<file path="config.mk">
export PLATFORM = sky130hd
export DESIGN_NAME = fifo_rd_packer
export DESIGN_NICKNAME = d
export VERILOG_FILES = /design/src/rtl/fifo_rd_packer.sv
export SDC_FILE = /design/constraint.sdc
export NUM_CORES = 1
export LEC_CHECK = 0
export CAP_MARGIN = 20
export CORE_MARGIN = 5
export CORE_UTILIZATION = 63
export DETAILED_ROUTE_END_ITERATION = 10
export DONT_BUFFER_PORTS = 1
export GPL_TIMING_DRIVEN = 0
export HOLD_SLACK_MARGIN = 0.06
export PLACE_DENSITY = 0.79
export SYNTH_ARGS = -nofsm -noshare
export SYNTH_HDL_FRONTEND = slang
export SYNTH_SLANG_ARGS = --single-unit
</file>
<file path="constraint.sdc">
create_clock -name rclk -period 3.09 [get_ports rclk]
set_clock_uncertainty 0.2 [all_clocks]
set_input_delay 0.618 -clock rclk [delete_from_list [all_inputs] [get_ports rclk]]
set_output_delay 0.618 -clock rclk [all_outputs]
set_load 0.01 [all_outputs]
</file>
<file path="src/rtl/fifo_rd_packer.sv">
// fifo_rd_packer: read-side consumer of the async FIFO (rclk domain).
// Pops DATASIZE-bit entries from a show-ahead FIFO and packs PACK of them
// into one wide word. The word is presented on a valid/ready port. A flush
// pulse emits a partially filled word early.
//
// Handshake: a word transfers on any rclk edge where out_valid=1 and
// out_ready=1. Once out_valid rises, out_data/out_cnt stay stable until that
// transfer. On the FIFO side, an entry is consumed on every edge with rinc=1.
// rinc is only raised when rempty=0.
module fifo_rd_packer #(
  parameter  int DATASIZE = 8,
  parameter  int PACK     = 4,
  localparam int CW       = $clog2(PACK + 1)
) (
  input  logic                     rclk,
  input  logic                     rrst_n,
  input  logic                     rempty,
  input  logic [DATASIZE-1:0]      rdata,
  output logic                     rinc,
  input  logic                     flush,
  output logic                     out_valid,
  input  logic                     out_ready,
  output logic [DATASIZE*PACK-1:0] out_data,
  output logic [CW-1:0]            out_cnt
);

  localparam int IW = $clog2(PACK);
  localparam int OW = DATASIZE * PACK;
  localparam logic [IW-1:0] LAST_IDX = IW'(PACK - 1);

  typedef enum logic {
    FILL = 1'b0,
    HOLD = 1'b1
  } state_t;

  state_t        state;
  logic [IW-1:0] idx;
  logic [CW-1:0] k;
  logic [OW-1:0] captured;
  logic [OW-1:0] flushed;
  logic [OW-1:0] restart;

  // Pop whenever data is present and there is room: while filling, or while
  // the held word is being accepted in this same cycle.
  always_comb begin
    rinc = rrst_n & ~rempty & ((state == FILL) | out_ready);
  end

  // Next-buffer candidates: this cycle's capture, the flushed version with
  // unused lanes cleared, and a fresh buffer that starts with the popped entry.
  always_comb begin
    k        = CW'(idx) + CW'(rinc);
    captured = out_data;
    if (rinc) begin
      captured[idx*DATASIZE +: DATASIZE] = rdata;
    end
    flushed = '0;
    for (int l = 0; l < PACK; l++) begin
      if (CW'(l) < k) begin
        flushed[l*DATASIZE +: DATASIZE] = captured[l*DATASIZE +: DATASIZE];
      end
    end
    restart = OW'(rdata);
  end

  // FILL/HOLD controller. All outputs are registered here.
  always_ff @(posedge rclk or negedge rrst_n) begin
    if (!rrst_n) begin
      state     <= FILL;
      idx       <= '0;
      out_valid <= 1'b0;
      out_data  <= '0;
      out_cnt   <= '0;
    end else begin
      case (state)
        FILL: begin
          if (rinc && (idx == LAST_IDX)) begin
            out_data  <= captured;
            out_cnt   <= CW'(PACK);
            out_valid <= 1'b1;
            idx       <= '0;
            state     <= HOLD;
          end else if (flush && (k != '0)) begin
            out_data  <= flushed;
            out_cnt   <= k;
            out_valid <= 1'b1;
            idx       <= '0;
            state     <= HOLD;
          end else if (rinc) begin
            out_data <= captured;
            idx      <= idx + IW'(1);
          end
        end
        HOLD: begin
          // A flush arriving here is dropped on purpose.
          if (out_ready) begin
            out_valid <= 1'b0;
            state     <= FILL;
            if (rinc) begin
              out_data <= restart;
              idx      <= IW'(1);
            end
          end
        end
        default: begin
          state <= FILL;
        end
      endcase
    end
  end

endmodule

</file>
Word level (Yosys, flattened, before mapping)
Cells that the tools add are included.
{"block": "word_totals", "register_bits": 39, "out_inout_bits": 37, "inputBits": 13, "wordCells": 59}
{"block": "op_classes", "n_reduce_logical": 7, "eq_ne": 5, "n_lt_le_gt_ge": 4, "bitwise": 5, "shift": 2, "mux": 28, "add_sub_neg": 3}
{"op": "two-way mux 32 bit", "count": 6}
{"op": "one-hot mux 32 bit (2 select lines)", "count": 1}
{"op": "negation 5 -> 34 bit", "count": 1}
{"op": "variable shift 8 x 34 -> 32 bit, first input constant", "count": 1}
{"op": "variable part select 8 x 34 -> 32 bit", "count": 1}
{"op": "bitwise mux 32 bit", "count": 1}
{"op": "two-way mux 8 bit", "count": 4}
{"op": "two-way mux 2 bit", "count": 5}
{"op": "less-than comparator 1 x 3 -> 1 bit, first input constant", "count": 2}
{"op": "less-than comparator 2 x 3 -> 1 bit, first input constant", "count": 2}
{"op": "two-way mux 1 bit", "count": 6}
{"op": "two-way mux 3 bit", "count": 2}
{"op": "!= test 2 bit, second input constant", "count": 2}
{"op": "!= test 4 x 2 -> 1 bit, second input constant", "count": 1}
{"op": "one-hot mux 1 bit (2 select lines)", "count": 2}
{"op": "one-hot mux 2 bit (2 select lines)", "count": 1}
{"op": "AND reduction 2 bit", "count": 2}
{"op": "adder 2 x 1 -> 3 bit", "count": 1}
{"op": "!= test 3 x 1 -> 1 bit, second input constant", "count": 1}
{"op": "AND reduction 3 bit", "count": 1}
{"op": "nonzero test 3 bit", "count": 1}
{"op": "adder 2 x 1 -> 2 bit, second input constant", "count": 1}
{"op": "bitwise AND 1 bit", "count": 2}
{"op": "== test 2 bit, second input constant", "count": 1}
{"op": "4 further kinds", "count": 6}

Longest topological paths before layout
Gate-level depths: netlist of run 1.
{"block": "depth", "depth_word": 9, "ltp_mapped": 11, "depth_no_buf": 10}

Worst setup path before layout of run 1
No wires, ideal clock.
{"block": "synth_path", "path_type": "input-to-reg", "from": "in rrst_n", "to": "reg out_data[0]", "path_buffers": 0, "stages": 8, "setup_time_ns": 0.140, "required_ns": 2.750, "arrival_time_ns": 2.325, "slack_ns": 0.425, "path_cell_list": "or2b_4 -> nor2_8 -> nand2_2 -> ha_1 -> nor2_1 -> nor2_1 -> o311ai_4 -> o22ai_1"}
{"block": "synth_via", "elab_chain_len": 8, "word_cells_on_any_way": 16, "classes_between": "add/sub (1); order compare (1); eq/ne (2); mux (6); bitwise (2); reduce/logical (4)"}
{"element": "start: declaration", "line": "16", "source": "input logic rrst_n,"}
{"element": "bitwise AND 1 bit * (2 in a row)", "line": "46", "source": "rinc = rrst_n & ~rempty & ((state == FILL) | out_ready);"}
{"element": "adder 2 x 1 -> 3 bit", "line": "52", "source": "k = CW'(idx) + CW'(rinc);"}
{"element": "less-than comparator 1 x 3 -> 1 bit / nonzero test 3 bit (equally long branches)", "line": "59, 83"}
{"element": "two-way mux 8 bit / logical AND 1 bit (equally long branches)", "line": "59, 83"}
{"element": "two-way mux 32 bit", "line": "83", "source": "end else if (flush && (k != '0)) begin"}
{"element": "two-way mux 32 bit", "line": "77", "source": "if (rinc && (idx == LAST_IDX)) begin"}
{"element": "one-hot mux 32 bit (2 select lines)", "line": "75", "source": "case (state)"}
{"element": "end signal: assignment", "line": "78", "source": "out_data <= captured;"}
{"element": "end signal: assignment", "line": "84", "source": "out_data <= flushed;"}
{"element": "end signal: assignment", "line": "90", "source": "out_data <= captured;"}
{"element": "end: declaration", "line": "23", "source": "output logic [DATASIZE*PACK-1:0] out_data,"}
Every way passes the cells marked *; elsewhere a longest branch is shown, timed or not. The select of a mux whose other input is x is not followed.
A chain may end at the register's enable or synchronous reset.

Worst setup path in the final report of run 1
{"block": "layout_path", "from": "reg state", "to": "reg out_data[0]"}
{"block": "layout_via", "elab_chain_len": 9, "word_cells_on_any_way": 18, "classes_between": "add/sub (1); order compare (1); eq/ne (3); mux (6); bitwise (3); reduce/logical (4)"}
{"element": "start: declaration", "line": "36", "source": "state_t state;"}
{"element": "start signal: assignment", "line": "69", "source": "state <= FILL;"}
{"element": "start signal: assignment", "line": "82", "source": "state <= HOLD;"}
{"element": "start signal: assignment", "line": "88", "source": "state <= HOLD;"}
{"element": "NOT 1 bit (no source line)"}
{"element": "bitwise OR 1 bit", "line": "46"}
{"element": "bitwise AND 1 bit", "line": "46"}
{"element": "adder 2 x 1 -> 3 bit", "line": "52"}
{"element": "less-than comparator 1 x 3 -> 1 bit / nonzero test 3 bit (equally long branches)", "line": "59, 83"}
{"element": "two-way mux 8 bit / logical AND 1 bit (equally long branches)", "line": "59, 83"}
{"element": "two-way mux 32 bit", "line": "83"}
{"element": "two-way mux 32 bit", "line": "77"}
{"element": "one-hot mux 32 bit (2 select lines)", "line": "75"}
Parallel ways exist; a longest one is shown, timed or not. The select of a mux whose other input is x is not followed.

==> reports/metrics.yaml, run 1 <==
status: "finished clean"
endpoint_kind: "register"
synth_area_um2: 2243
post-route-min-period_ns: 2.671
fp-row-count: 21
grt_usage: 0.2258
path_max_fanout: 8
hold_class: "in -> reg"
yosys.cell_types.count: 43
worstSetupStartpointType: "register"
clock_power_share: 0.123
p_total_uw: 2060
yosysWarningCount: 0
ys_dominant_reg_cell: "dfrtp_1"
ctsHoldBuffers: 2
drtIter0Drc: 113
slew_viol_final: 0
comb_power_share: 0.495
tritoncts: "built"
detail-route-antenna-nets: 0
p_seq_frac: 0.382
cts_buffer_depth: 2
wl_per_cell_um: 17.38
nets: 277
rsz0062_at_grt: "false"
clock_sinks: 39
setup_tns_ns: 0
drt-vias-per-instance: 6.168
tightest_slew_ns: 0.5307
grt_pass1_wl_um: 8852
path_class: "reg -> reg"
min_period_over_period: 0.8643
fmax_mhz: 374.4
setup_violations: 0
syn_nets: 268
grt_max_degree: 40
p_sw_uw: 989.0
crit_required_ns: 3.11
hpwl_um: 3807
die_h_um: 69.68
place_congestion: 0.8850
peakVddDrop_v: 0.0004946
synth_commonest_cells: "a21oi_1, nand2_1, dfrtp_1, nor2_1, nand4_1"
cts_resized: 0
cp.arrival_ns: 2.69
cts_inserted_buffers: 5
synthCells: 248
area_growth_pct: 6.302
vias: 1875
cts_setup_buffers: 0
postSynth.asyncResetShare: 1.000
antenna_found_initial: 0
yosysTopAreaCell: "dfrtp_1"
grt_pass1_vias: 1755
netlist.area_leader.share: 0.4350
drive_gt1_frac: 0.1550
numPortBuffers: 0
start_util: 0.6619
drc: 0
synth_seq_cells: 39
synth-seq-area-share: 0.4350
root_buffer: "clkbuf_4"
power.internal_uw: 1071
clkSlewWorstSetupHoldPaths_ns: 0.11
p_per_area_nw_per_um2: 864.0
finalHoldViolations: 0
dr.pass1.iters: 4
synth_most_common_cell: "a21oi_1"
routed_wl_um: 5285
grt_overflow: 0
die_w_um: 69.68
dieArea_um2: 4855
cap_violations: 0
ios: 50
core_region_area_um2: 3390
netSwitchingFraction: 0.4800
syn_avg_cell_area_um2: 9.046
synth_edf_count: 0
leakage_uw: 0.0009476
h-tree-depth: 2
synth_area_leaders: "dfrtp_1, a21oi_1, nand2_1"
n_antenna_cell: 0
clk_latency_ns: 0.35
slew_headroom: 0.6454
registers in the layout, indices dropped and copies added, names as in the netlist:
name and count:
idx 2, out_cnt 3, out_data 32, out_valid 1, state 1
final timing paths:
check / start / end / slack, ns / cells after the start
max in group asynchronous: rrst_n / out_data[11] / 1.97 / 2
min: out_ready / state / 0.15 / 1
min in group asynchronous: rrst_n / out_data[3] / 0.51 / 2
max reg2reg: state / out_data[0] / 0.42 / 8
min reg2reg: out_data[18] / out_data[18] / 0.38 / 2
max: state / out_data[0] / 0.42 / 8
stage by stage:
stage	area (µm²)	setup slack [ns]	util	instances	hold WS [ns]
2_1_floorplan	2243	0.4248	-	248	0.1224
3_5_place_dp	2301	0.1352	0.6788	294	0.1231
3_3_place_gp	2301	0.1397	0.6788	294	0.1232
4_1_cts	2385	0.4207	0.7036	304	0.1334
5_1_grt	2385	0.2838	0.7036	304	0.1199
6_report	2385	0.4193	0.7036	304	0.1454
metal layers:
metal | global-route usage | up-vias | routed length [µm]
met1 | 0.2981 | 892 | 2236
met5 | 0 | - | 0
li1 | - | 899 | -
met4 | 0.06809 | 0 | 76
met2 | 0.3517 | 77 | 2452
met3 | 0.07681 | 7 | 519
worst max-delay path, stage by stage (launching register included):
cell	delay [ns]
dfrtp_1	0.42
and2b_4	0.22
nor2_8	0.18
nand2_2	0.09
ha_1	0.37
nor2_1	0.31
nor2_1	0.12
o311ai_4	0.48
o22ai_1	0.17
cells by family after synthesis:
logic type | synth area share
buffers and inverters | 0.04629
XOR/XNOR | 0.003905
adder cells (fa/ha/maj) | 0.03904
AND/OR/NAND/NOR | 0.2577
flip-flops | 0.4350
AO/OA/AOI/OAI | 0.2181
power by group through the flow:
stage	sequential, µW	clock, µW	combinational [µW]
floorplan	772	0	817
global placement	798	0	968
detailed placement	801	0	990
CTS	790	261	1010
global route	814	287	1130
finish	787	254	1020
layout by cell type, fill, tap and decap left out, types with 2 or more instances in the layout:
cell	netlist	final
a21oi_1	45	45
ha_1	7	7
buf_6	2	2
nor3_1	2	2
o22ai_2	3	3
nand4_1	17	17
buf_4	2	2
nand2_2	2	2
buf_2	2	2
nand2b_1	3	3
nor3_2	3	3
inv_1	5	5
o211ai_1	2	2
clkbuf_1	3	4
inv_2	2	2
o22ai_1	6	6
nand2_1	41	41
clkbuf_4	0	5
dfrtp_1	39	39
nor2_1	24	24
nor2b_1	2	2
nand3_1	10	10
o21ai_0	5	5
final cells by class:
type	instances	area [µm²]
Buffer	11	77.57
Clock buffer	6	41.29
Clock inverter	2	12.51
Fill cell	259	1005
Inverter	7	26.28
Multi-Input combinational cell	191	1164
Sequential cell	39	975.9
Tap cell	46	57.56
Timing Repair Buffer	2	30.03
No activity file was read; power rests on OpenSTA's default activity.
==> run 2: changes to the inputs <==
- RECOVER_POWER: not set -> 50
==> reports/metrics.yaml, run 2 (synthesis gave the netlist of run 1 again) <==
status: "finished with violations"  # was finished clean
violations: "max-capacitance violations, max-slew violations"
cts_resized: 0  # unchanged
h-tree-depth: 2  # unchanged
setup_tns_ns: 0  # unchanged
path_class: "reg -> reg"  # unchanged
die_w_um: 69.68  # unchanged
post-route-min-period_ns: 2.662  # was 2.671 ns
cap_violations: 1  # was 0
path_max_fanout: 8  # unchanged
startpoint: "state"  # unchanged
slew_viol_final: 40  # was 0
ctsHoldBuffers: 2  # unchanged
cp_top_family: "simple AND/OR/NAND/NOR gates"  # unchanged
cp.arrival_ns: 2.68  # was 2.69 ns
largestRegisters: "out_data: 32 flops, out_cnt: 3 flops, idx: 2 flops"  # unchanged
finish.utilization: 0.7014  # was 0.7036
wl_per_cell_um: 17.49  # was 17.38 µm
place_congestion: 0.8850  # unchanged
final_common_cell: "a21oi_1"  # unchanged
die_h_um: 69.68  # unchanged
cp_num_cells: 8  # unchanged
clock_sinks: 39  # unchanged
finalHoldViolations: 0  # unchanged
grt_max_degree: 40  # unchanged
drc: 0  # unchanged
clk_latency_ns: 0.35  # about the same
drtIter0Drc: 115  # was 113
cp.buffers_inverters: 0  # unchanged
slew_headroom: -0.1334  # was 0.6454
dp_slack_ns: 0.1352  # unchanged
crit_top_cell: "nor2_1"  # unchanged
cts_buffer_depth: 2  # unchanged
clkSlewWorstSetupHoldPaths_ns: 0.11  # about the same
tightest_slew_ns: 1.700  # was 0.5307 ns
numPortBuffers: 0  # unchanged
grt_usage: 0.2258  # unchanged
grt_pass1_vias: 1755  # unchanged
ios: 50  # unchanged
nets: 277  # unchanged
cpPeakStageDelay_ns: 0.47  # was 0.48 ns
ff2ff_setup_slack_ns: 0.43  # was 0.42 ns
hold_class: "in -> reg"  # unchanged
detail-route-antenna-nets: 0  # unchanged
grt_overflow: 0  # unchanged
timing.rr.start: "state"  # unchanged
min_path_cells: 1  # unchanged
largest_reg_flops: 32  # unchanged
crit_chain: "and2b_4 > nor2_8 > nand2_2 > ha_1 > nor2_1 > nor2_1 > o311ai_4 > o22ai_1"  # unchanged
fp-row-count: 21  # unchanged
antenna_found_initial: 0  # unchanged
fmax_mhz: 375.7  # was 374.4 MHz
leakage_uw: 0.0009513  # was 0.0009476 µW
grt_pass1_wl_um: 8852  # unchanged
routed_wl_um: 5317  # was 5285 µm
vias: 1894  # was 1875
area_growth_pct: 5.968  # was 6.302%
core_region_area_um2: 3390  # unchanged
setup_slack_ns: 0.4283  # was 0.4193 ns
nFillCells: 261  # was 259
dieArea_um2: 4855  # unchanged
cts_inserted_buffers: 5  # unchanged
p_per_area_nw_per_um2: 866.3  # was 864.0 nW/µm²
tritoncts: "built"  # unchanged
crit_required_ns: 3.11  # about the same
drive_gt1_frac: 0.1512  # was 0.1550
drt-vias-per-instance: 6.230  # was 6.168
n_antenna_cell: 0  # unchanged
root_buffer: "clkbuf_4"  # unchanged
peakVddDrop_v: 0.0004914  # was 0.0004946 V
reg2reg_depth: 8  # unchanged
endpoint_kind: "register"  # unchanged
start_util: 0.6619  # unchanged
layout_common_cells: "a21oi_1, nand2_1, dfrtp_1, nor2_1, nand4_1"  # unchanged
min_from: "out_ready"  # unchanged
largest_register: "out_data"  # unchanged
min_period_over_period: 0.8614  # was 0.8643
worstSetupStartpointType: "register"  # unchanged
setup_violations: 0  # unchanged
rsz0062_at_grt: "false"  # unchanged
dr.pass1.iters: 5  # was 4
cts_setup_buffers: 0  # unchanged
cp_slowest_cell: "o311ai_4"  # unchanged
hpwl_um: 3807  # unchanged
## run 2: area by class of cell
type	count	area, µm²	area share
Buffer	11	77.57	0.03263
Clock buffer	6	41.29	0.01737
Clock inverter	2	12.51	0.005263
Inverter	7	26.28	0.01105
Multi-Input combinational cell	191	1164	0.4895
Sequential cell	39	975.9	0.4105
Tap cell	46	57.56	0.02421
Timing Repair Buffer	2	22.52	0.009474
## run 2: worst reg2reg max path, cell delays in order (launching register included)
cell	delay (ns)
dfrtp_1	0.42
and2b_4	0.22
nor2_8	0.18
nand2_2	0.09
ha_1	0.37
nor2_1	0.31
nor2_1	0.12
o311ai_4	0.47
o22ai_1	0.17
## run 2: through the flow
step           std cells  hold WS (ns)  area [µm²]  total power, µW
3_5_place_dp         294        0.1231        2301             1791
3_3_place_gp         294        0.1232        2301             1765
4_1_cts              304        0.1334        2385             2063
6_report             304        0.1425        2377             2059
5_1_grt              304        0.1199        2377             2224
2_1_floorplan        248        0.1224        2243             1588
## run 2: final timing paths
path,endpoint
worst max-delay path,out_data[0]
min in group asynchronous,out_data[3]
worst min register to register,out_data[18]
worst max register to register,out_data[0]
max in group asynchronous,out_data[11]
worst min-delay path,state
## run 2: layer usage
| layer | part of all wire | global-route usage |
|---|---|---|
| met3 | 0.11 | 0.07681 |
| met1 | 0.41 | 0.2981 |
| met2 | 0.46 | 0.3517 |
| met5 | 0 | 0 |
| met4 | 0.014 | 0.06809 |
## run 2: power by group
part	switching, µW	leakage [µW]	internal, µW
combinational	670	0.000414	348
sequential	153	0.000509	634
clock	167	0.0000282	87.8
==> patch: new RTL, settings of run 2 <==
Set the parameter `PACK` to 8 (it was 4).
--- a/src/rtl/fifo_rd_packer.sv
+++ b/src/rtl/fifo_rd_packer.sv
@@ -9,7 +9,7 @@
 // rinc is only raised when rempty=0.
 module fifo_rd_packer #(
   parameter  int DATASIZE = 8,
-  parameter  int PACK     = 4,
+  parameter  int PACK     = 8,
   localparam int CW       = $clog2(PACK + 1)
 ) (
   input  logic                     rclk,
Interface: changed (resized out_cnt and out_data); port bits go from 50 to 83. No check against the original RTL was run, so the function may have changed too.
==> patch against run 2 <==
The run still ends with max-capacitance violations, max-slew violations left. Power grew 88%. Global-route usage grew 5.3 points. Non-clock buffer count grew 13. Sequential cell count grew 34. Setup slack lost 0.32 ns. Largest power group is now registers. Synthesized area grew 65%. Cell area grew 76%. Combinational power grew 46%. Via count grew 58%. Final cell count grew 55%. Routed wire length grew 85%. Die area grew 55%. Core utilization grew 1.6 points. First-iteration DRC count grew 91%.
==> patch: results (changes against run 2) <==
Power Clock: 830 µW (was 255 µW)
Inserted Clock Buffers: 9 (was 5)
Top flop regs: out_data x64, out_cnt x4, idx x3 (was out_data x32, out_cnt x3, idx x2)
Overall global routing resource usage: 27.9% (was 22.6%)
Number of global-route vias before repair: 3074 (was 1755)
Clock transition at the register clock pins on the worst setup and hold paths after CTS: 0.07 ns (was 0.11 ns)
Number of vias after detailed routing: 2993 (was 1894)
Worst Setup Slack post-DPL: -0.494 ns (was 0.135 ns)
Non-filler cells, final: 470 (was 304)
Average wire per cell in the routed design: 21.0 µm (was 17.5 µm)
Post CTS Setup Buffer Count: 2 (was 0)
Critical Path AT: 3.02 ns (was 2.68 ns)
First-iteration detailed-routing DRC count: 220 (was 115)
Compound-cell area share of the yosys netlist: 19.3% (was 21.8%)
Cell types occupying the most area after synthesis: sky130_fd_sc_hd__dfrtp_1 49%, sky130_fd_sc_hd__nor2_1 5.8%, sky130_fd_sc_hd__mux2i_1 5.4% (was sky130_fd_sc_hd__dfrtp_1 44%, sky130_fd_sc_hd__a21oi_1 10%, sky130_fd_sc_hd__nand2_1 6.9%)
Failing checks: max-capacitance violations, max-slew violations (unchanged)
Clock Tree Root: sky130_fd_sc_hd__clkbuf_8 (was sky130_fd_sc_hd__clkbuf_4)
Synthesized-area fraction occupied by adder cells: 2.37% (was 3.90%)
Combinational gate power: 1.49 mW (was 1.02 mW)
Sequential cell area fraction in the yosys report: 49.4% (was 43.5%)
Max cap viols: 1 (unchanged)
Worst hold margin: 0.148 ns (was 0.143 ns)
Number of cells in the design after placement: 445 (was 294)
Global Route met3 Usage: 10.7% (was 7.68%)
Delay of the slowest critical-path stage: 0.32 ns (was 0.47 ns)
Fillers: 435 (was 261)
Number of standard cells after synthesis: 370 (was 248)
First-pass GRT wire length: 16000 µm (was 8850 µm)
Worst R2R Path Depth: 14 (was 8)
Leakage power of the design: 2.01 nW (was 0.951 nW)
Top cells by count, synth: 73 x sky130_fd_sc_hd__dfrtp_1, 57 x sky130_fd_sc_hd__nor2_1, 44 x sky130_fd_sc_hd__nand2_1 (was 45 x sky130_fd_sc_hd__a21oi_1, 41 x sky130_fd_sc_hd__nand2_1, 39 x sky130_fd_sc_hd__dfrtp_1)
Outcome: complete, but fails checks (unchanged)
Area after detailed placement: 3800 µm² (was 2300 µm²)
Slew Viols, Final: 74 (was 40)
Crit-path slowest cell: sky130_fd_sc_hd__a2111oi_4 (was sky130_fd_sc_hd__o311ai_4)
VDD IR max: 0.000536 V (was 0.000491 V)
==> patch: changes by cell type in the layout (fill, tap and decap cells not counted), sizes merged, moves of 11 or more <==
cell    change
a21oi      -22
nand4      -12
nor2       +31
mux2i      +20
clkbuf     +11
a21o       +12
a211oi     +12
dfrtp      +34
==> patch: cell type report <==
cell class / count / area (µm²) / area share, %
multi-input cells: 273 / 1830 / 44.0
inverters: 7 / 28.8 / 0.690
clock buffers: 11 / 141 / 3.39
plain buffers: 17 / 100 / 2.40
flip-flops and latches: 73 / 1830 / 43.8
well taps: 75 / 93.8 / 2.25
repair buffers: 9 / 67.6 / 1.62
clock inverters: 5 / 78.8 / 1.89
==> patch: metal layers <==
layer  vias to the layer above  part of all wire (%)  routed length, µm
met4                         0                   2.4                235
met5                         -                     0                  0
met1                      1458                    40               3910
met2                       148                    47               4610
li1                       1364                     -                  -
met3                        23                    11               1110
